`config.mk`:
```
export PLATFORM = sky130hd
export DESIGN_NAME = clk_div_ctrl
export DESIGN_NICKNAME = d
export VERILOG_FILES = /design/src/rtl/clk_div_ctrl.sv
export SDC_FILE = /design/constraint.sdc
export NUM_CORES = 1
export LEC_CHECK = 0
export CORE_MARGIN = 3
export CORE_UTILIZATION = 55
export CTS_BUF_LIST = sky130_fd_sc_hd__clkbuf_4
export DETAILED_ROUTE_END_ITERATION = 8
export PLACE_DENSITY = 0.86
export SYNTH_ARGS = -nofsm -noshare
export SYNTH_HDL_FRONTEND = slang
export SYNTH_SLANG_ARGS = --single-unit
```
`constraint.sdc`:
```
create_clock -name clk -period 3.2 [get_ports clk]
set_input_delay 0.64 -clock clk [delete_from_list [all_inputs] [get_ports clk]]
set_output_delay 0.64 -clock clk [all_outputs]
set_load 0.01 [all_outputs]
```
`src/rtl/clk_div_ctrl.sv`:
```
`default_nettype none
// ============================================================================
// Module   : clk_div_ctrl
// Brief    : Programmable clock divider with period-aligned ratio changes.
// Revision : 1.0
// ============================================================================
module clk_div_ctrl #(
    parameter int WIDTH       = 8,
    parameter int DEFAULT_DIV = 2
) (
    input  logic             clk,
    input  logic             rst,
    input  logic             enable,
    input  logic             cfg_valid,
    input  logic [WIDTH-1:0] cfg_div,
    output logic             cfg_ready,
    output logic             cfg_applied,
    output logic             cfg_err,
    output logic             div_out,
    output logic             div_tick,
    output logic             running
);

    typedef enum logic [1:0] {
        S_IDLE = 2'd0,
        S_RUN  = 2'd1,
        S_PEND = 2'd2
    } state_t;

    state_t           state;
    state_t           state_nx;
    logic [WIDTH-1:0] count;
    logic [WIDTH-1:0] count_nx;
    logic [WIDTH-1:0] count_inc;
    logic [WIDTH-1:0] cur_div;
    logic [WIDTH-1:0] cur_div_nx;
    logic [WIDTH-1:0] pend_div;
    logic [WIDTH-1:0] pend_div_nx;
    logic             div_out_nx;
    logic             div_tick_nx;
    logic             applied_nx;
    logic             err_nx;
    logic             hs;
    logic             hs_ok;
    logic             last;

    assign cfg_ready = (state != S_PEND);
    assign running   = (state != S_IDLE);

    assign hs        = cfg_valid && cfg_ready;
    assign hs_ok     = hs && (cfg_div >= WIDTH'(2));
    assign last      = (count == cur_div - 1'b1);
    assign count_inc = count + 1'b1;

    // Outputs are computed for the cycle being entered so div_out, div_tick
    // and cfg_applied all come straight out of flops.
    always_comb begin
        state_nx    = state;
        count_nx    = count;
        cur_div_nx  = cur_div;
        pend_div_nx = pend_div;
        div_out_nx  = 1'b0;
        div_tick_nx = 1'b0;
        applied_nx  = 1'b0;
        err_nx      = hs && !hs_ok;

        case (state)
            S_IDLE: begin
                count_nx = '0;
                if (hs_ok) begin
                    cur_div_nx = cfg_div;
                    applied_nx = 1'b1;
                end
                if (enable) begin
                    state_nx   = S_RUN;
                    div_out_nx = 1'b1;
                end
            end
            S_RUN, S_PEND: begin
                if (last) begin
                    // Period boundary: the only point where the ratio may change.
                    if (state == S_PEND) begin
                        cur_div_nx = pend_div;
                        applied_nx = 1'b1;
                    end else if (hs_ok) begin
                        cur_div_nx  = cfg_div;
                        pend_div_nx = cfg_div;
                        applied_nx  = 1'b1;
                    end
                    count_nx = '0;
                    if (enable) begin
                        state_nx   = S_RUN;
                        div_out_nx = 1'b1;
                    end else begin
                        state_nx   = S_IDLE;
                    end
                end else begin
                    count_nx    = count_inc;
                    div_out_nx  = (count_inc < (cur_div >> 1));
                    div_tick_nx = (count_inc == cur_div - 1'b1);
                    if ((state == S_RUN) && hs_ok) begin
                        pend_div_nx = cfg_div;
                        state_nx    = S_PEND;
                    end
                end
            end
            default: begin
                state_nx = S_IDLE;
                count_nx = '0;
            end
        endcase
    end

    always_ff @(posedge clk) begin
        if (rst) begin
            state       <= S_IDLE;
            count       <= '0;
            cur_div     <= WIDTH'(DEFAULT_DIV);
            pend_div    <= '0;
            div_out     <= 1'b0;
            div_tick    <= 1'b0;
            cfg_applied <= 1'b0;
            cfg_err     <= 1'b0;
        end else begin
            state       <= state_nx;
            count       <= count_nx;
            cur_div     <= cur_div_nx;
            pend_div    <= pend_div_nx;
            div_out     <= div_out_nx;
            div_tick    <= div_tick_nx;
            cfg_applied <= applied_nx;
            cfg_err     <= err_nx;
        end
    end

endmodule
`default_nettype wire
```
==> impl_metrics.py <==
metrics = {
    "grt": {
        "grt_pass1_vias": 1704,
        "antenna_found_initial": 0,
        "grt_pass1_wl_um": 8060,
        "grt_max_degree": 23,
        "grt.total_usage_pct": 22.9,
        "grt_overflow": 0,
    },
    "die": {
        "initial_core_util_pct": 60.5,
        "io_pins": 18,
        "dieArea_um2": 4660,
        "die_h_um": 68.2,
        "core_area_um2": 3520,
        "rows": 21,
        "dieWidth_um": 68.2,
    },
    "clock_network": {
        "cts_setup_buffers": 0,
        "clock-sinks": 30,
        "tritoncts": "done",
        "ctsHtreeMaxLevel": 2,
        "holdBufCountCts": 0,
        "clock_path_buffers": 2,
        "cts_buffers": 5,
        "cts_resized": 0,
        "insertion_delay_ns": 0.33,
        "cts_root_buf": "clkbuf_4",
        "path_clk_slew_ns": 0.11,
    },
    "hold_path": {
        "worstHoldPathType": "flop to flop",
    },
    "layout": {
        "drive_gt1_share_pct": 8.88,
        "nFillCells": 284,
        "syn2layout_area_growth_pct": 13.6,
        "register_area_um2": 601,
        "nNetsFinal": 282,
        "diodes": 0,
        "fin_cells": 305,
        "multi_input_area_um2": 1380,
    },
    "route": {
        "viasPerCell": 5.81,
        "dr.pass1.iters": 4,
        "vias": 1772,
        "antenna_left": 0,
        "route.met3.wl_um": 202,
        "remaining_drc_errors": 0,
        "wire_per_inst_um": 15.5,
        "routed.top_layer": "met4",
        "wl_met1_um": 2240,
        "drt_iter0_drc": 132,
        "totalWireLength_um": 4710,
        "wl_met2_um": 2200,
    },
    "yosys": {
        "synthFlopType": "dfxtp_1",
        "syn_area_per_cell_um2": 8.77,
        "synth_nets": 267,
        "ys_types": 51,
        "ys.warnings.count": 0,
        "synth_area_um2": 2130,
        "ys_seq_elements": 30,
        "synth-seq-area-share_pct": 28.2,
        "synth_edf_count": 0,
        "syn_inst": 243,
        "async_flop_share_pct": 0,
    },
    "flow_run": {
        "cap_violations": 0,
    },
    "worst_setup_path": {
        "worstSetupEndpointType": "flop",
        "cp.required_ns": 3.46,
        "critical_path_arrival_ns": 3.05,
        "crit_path_start_kind": "flop",
        "critPathKind": "flop to flop",
        "critPathMaxFanout": 8,
    },
    "pwr": {
        "leakage_nw": 0.951,
        "vdd_drop_max_v": 0.000446,
        "total_power_mw": 1.57,
        "power_density_nw_per_um2": 649,
    },
    "timing": {
        "fin_tns_setup_ns": 0,
        "fin_hold_ws_ns": 0.482,
        "period_share_pct": 87.3,
        "fin_crit_ns": 2.79,
        "worst_pin_slew_ns": 0.534,
        "grt_setup_unrepaired": "false",
        "timing.final.ws_setup_ns": 0.407,
        "drv_slew": 0,
        "clock_skew_ns": 0.0109,
        "setup_viol": 0,
        "hold_viol": 0,
        "maxSlewHeadroom_pct": 64.3,
        "fmax_mhz": 358,
    },
    "placement": {
        "hpwl_um": 3520,
        "placedCellCount": 297,
        "dp_slack_ns": 0.463,
        "port_buffers": 17,
        "gp_congestion": 0.877,
    },
    "outcome": {
        "outcome": "finished clean",
    },
}
## critical path, stage by stage, from the launching register on
cell     delay [ns]
dfxtp_1        0.47
inv_1          0.11
ha_1           0.29
xnor3_1        0.29
nand2_1        0.06
or4_4          0.55
nor3_4         0.23
o211a_1        0.46
mux2i_1        0.25
## area by class of cell
class / instances / area share [%]
sequential: 30 / 24.8
tap: 46 / 2.38
clock buffer: 5 / 1.55
timing repair buffer: 22 / 8.58
clock inverter: 3 / 2.64
multi-input combinational: 180 / 57.1
inverter: 19 / 2.95
## metrics by stage
step	utilization [%]	instance area [um^2]
finish	68.8	2420
global route	68.8	2420
CTS	68.8	2420
detailed placement	65.9	2320
global placement	65.9	2320
floorplan	-	2130
## sequential cells by signal, summed over array words and instances (netlist names)
register / count
cfg_applied: 1
cfg_err: 1
count: 8
cur_div: 8
div_out: 1
div_tick: 1
pend_div: 8
state: 2
## cells in the final DEF, fill, tap and decap left out, drive strengths merged, types with 10 or more instances in the layout
cell,instances
nand2,10
xnor2,20
clkdlybuf4s50,17
nor2,20
nand2b,20
ha,12
mux2i,15
dfxtp,30
inv,19
## metal layers
layer  GRT usage (%)  up-vias
li1                -      886
met1            30.7      836
met2            36.1       42
met3            5.09        8
met4            7.69        0
met5               0        -
## power breakdown
part | switching [mW] | internal (mW) | total [mW]
clock | 0.139 | 0.241 | 0.379
combinational | 0.376 | 0.327 | 0.703
sequential | 0.0708 | 0.418 | 0.489
total | 0.585 | 0.986 | 1.57
## final timing paths
path	cells after the start	startpoint	endpoint	slack, ns
worst max-delay path	8	cur_div[0]	pend_div[1]	0.41
worst min-delay path	2	pend_div[4]	pend_div[4]	0.48
worst max register to register	8	cur_div[0]	pend_div[1]	0.41
worst min register to register	2	pend_div[4]	pend_div[4]	0.48
## cells in the mapped netlist (2+ instances only)
master / instances / area [um^2]
o41ai_1: 6 / 52.6
nor2_1: 19 / 71.3
nor3_1: 5 / 25.0
nand3_1: 8 / 40.0
buf_2: 4 / 20.0
xnor2_1: 20 / 175
nor4_4: 2 / 42.5
nand2_1: 10 / 37.5
nor4_1: 2 / 12.5
clkbuf_1: 7 / 26.3
nand2b_1: 20 / 125
a21oi_1: 4 / 20.0
xor2_1: 6 / 52.6
ha_1: 12 / 150
nor3_2: 2 / 20.0
o21a_1: 3 / 22.5
o21ai_1: 7 / 35.0
mux2i_1: 15 / 150
o211ai_1: 4 / 30.0
a211oi_1: 6 / 45.0
inv_1: 19 / 71.3
dfxtp_1: 30 / 601
buf_6: 2 / 22.5
a21o_1: 2 / 15.0
nand4b_1: 2 / 17.5
## cell families after synthesis
kind of cell	share of synthesized area, %
AOI/OAI and AO/OA	16.7
xor gates and xnor gates	11.7
adders and majority gates	7.05
buffers and inverters	6.93
DFF	28.2
muxes	7.05
and+or+nand+nor	22.4
No activity file was read; power rests on OpenSTA's default activity.
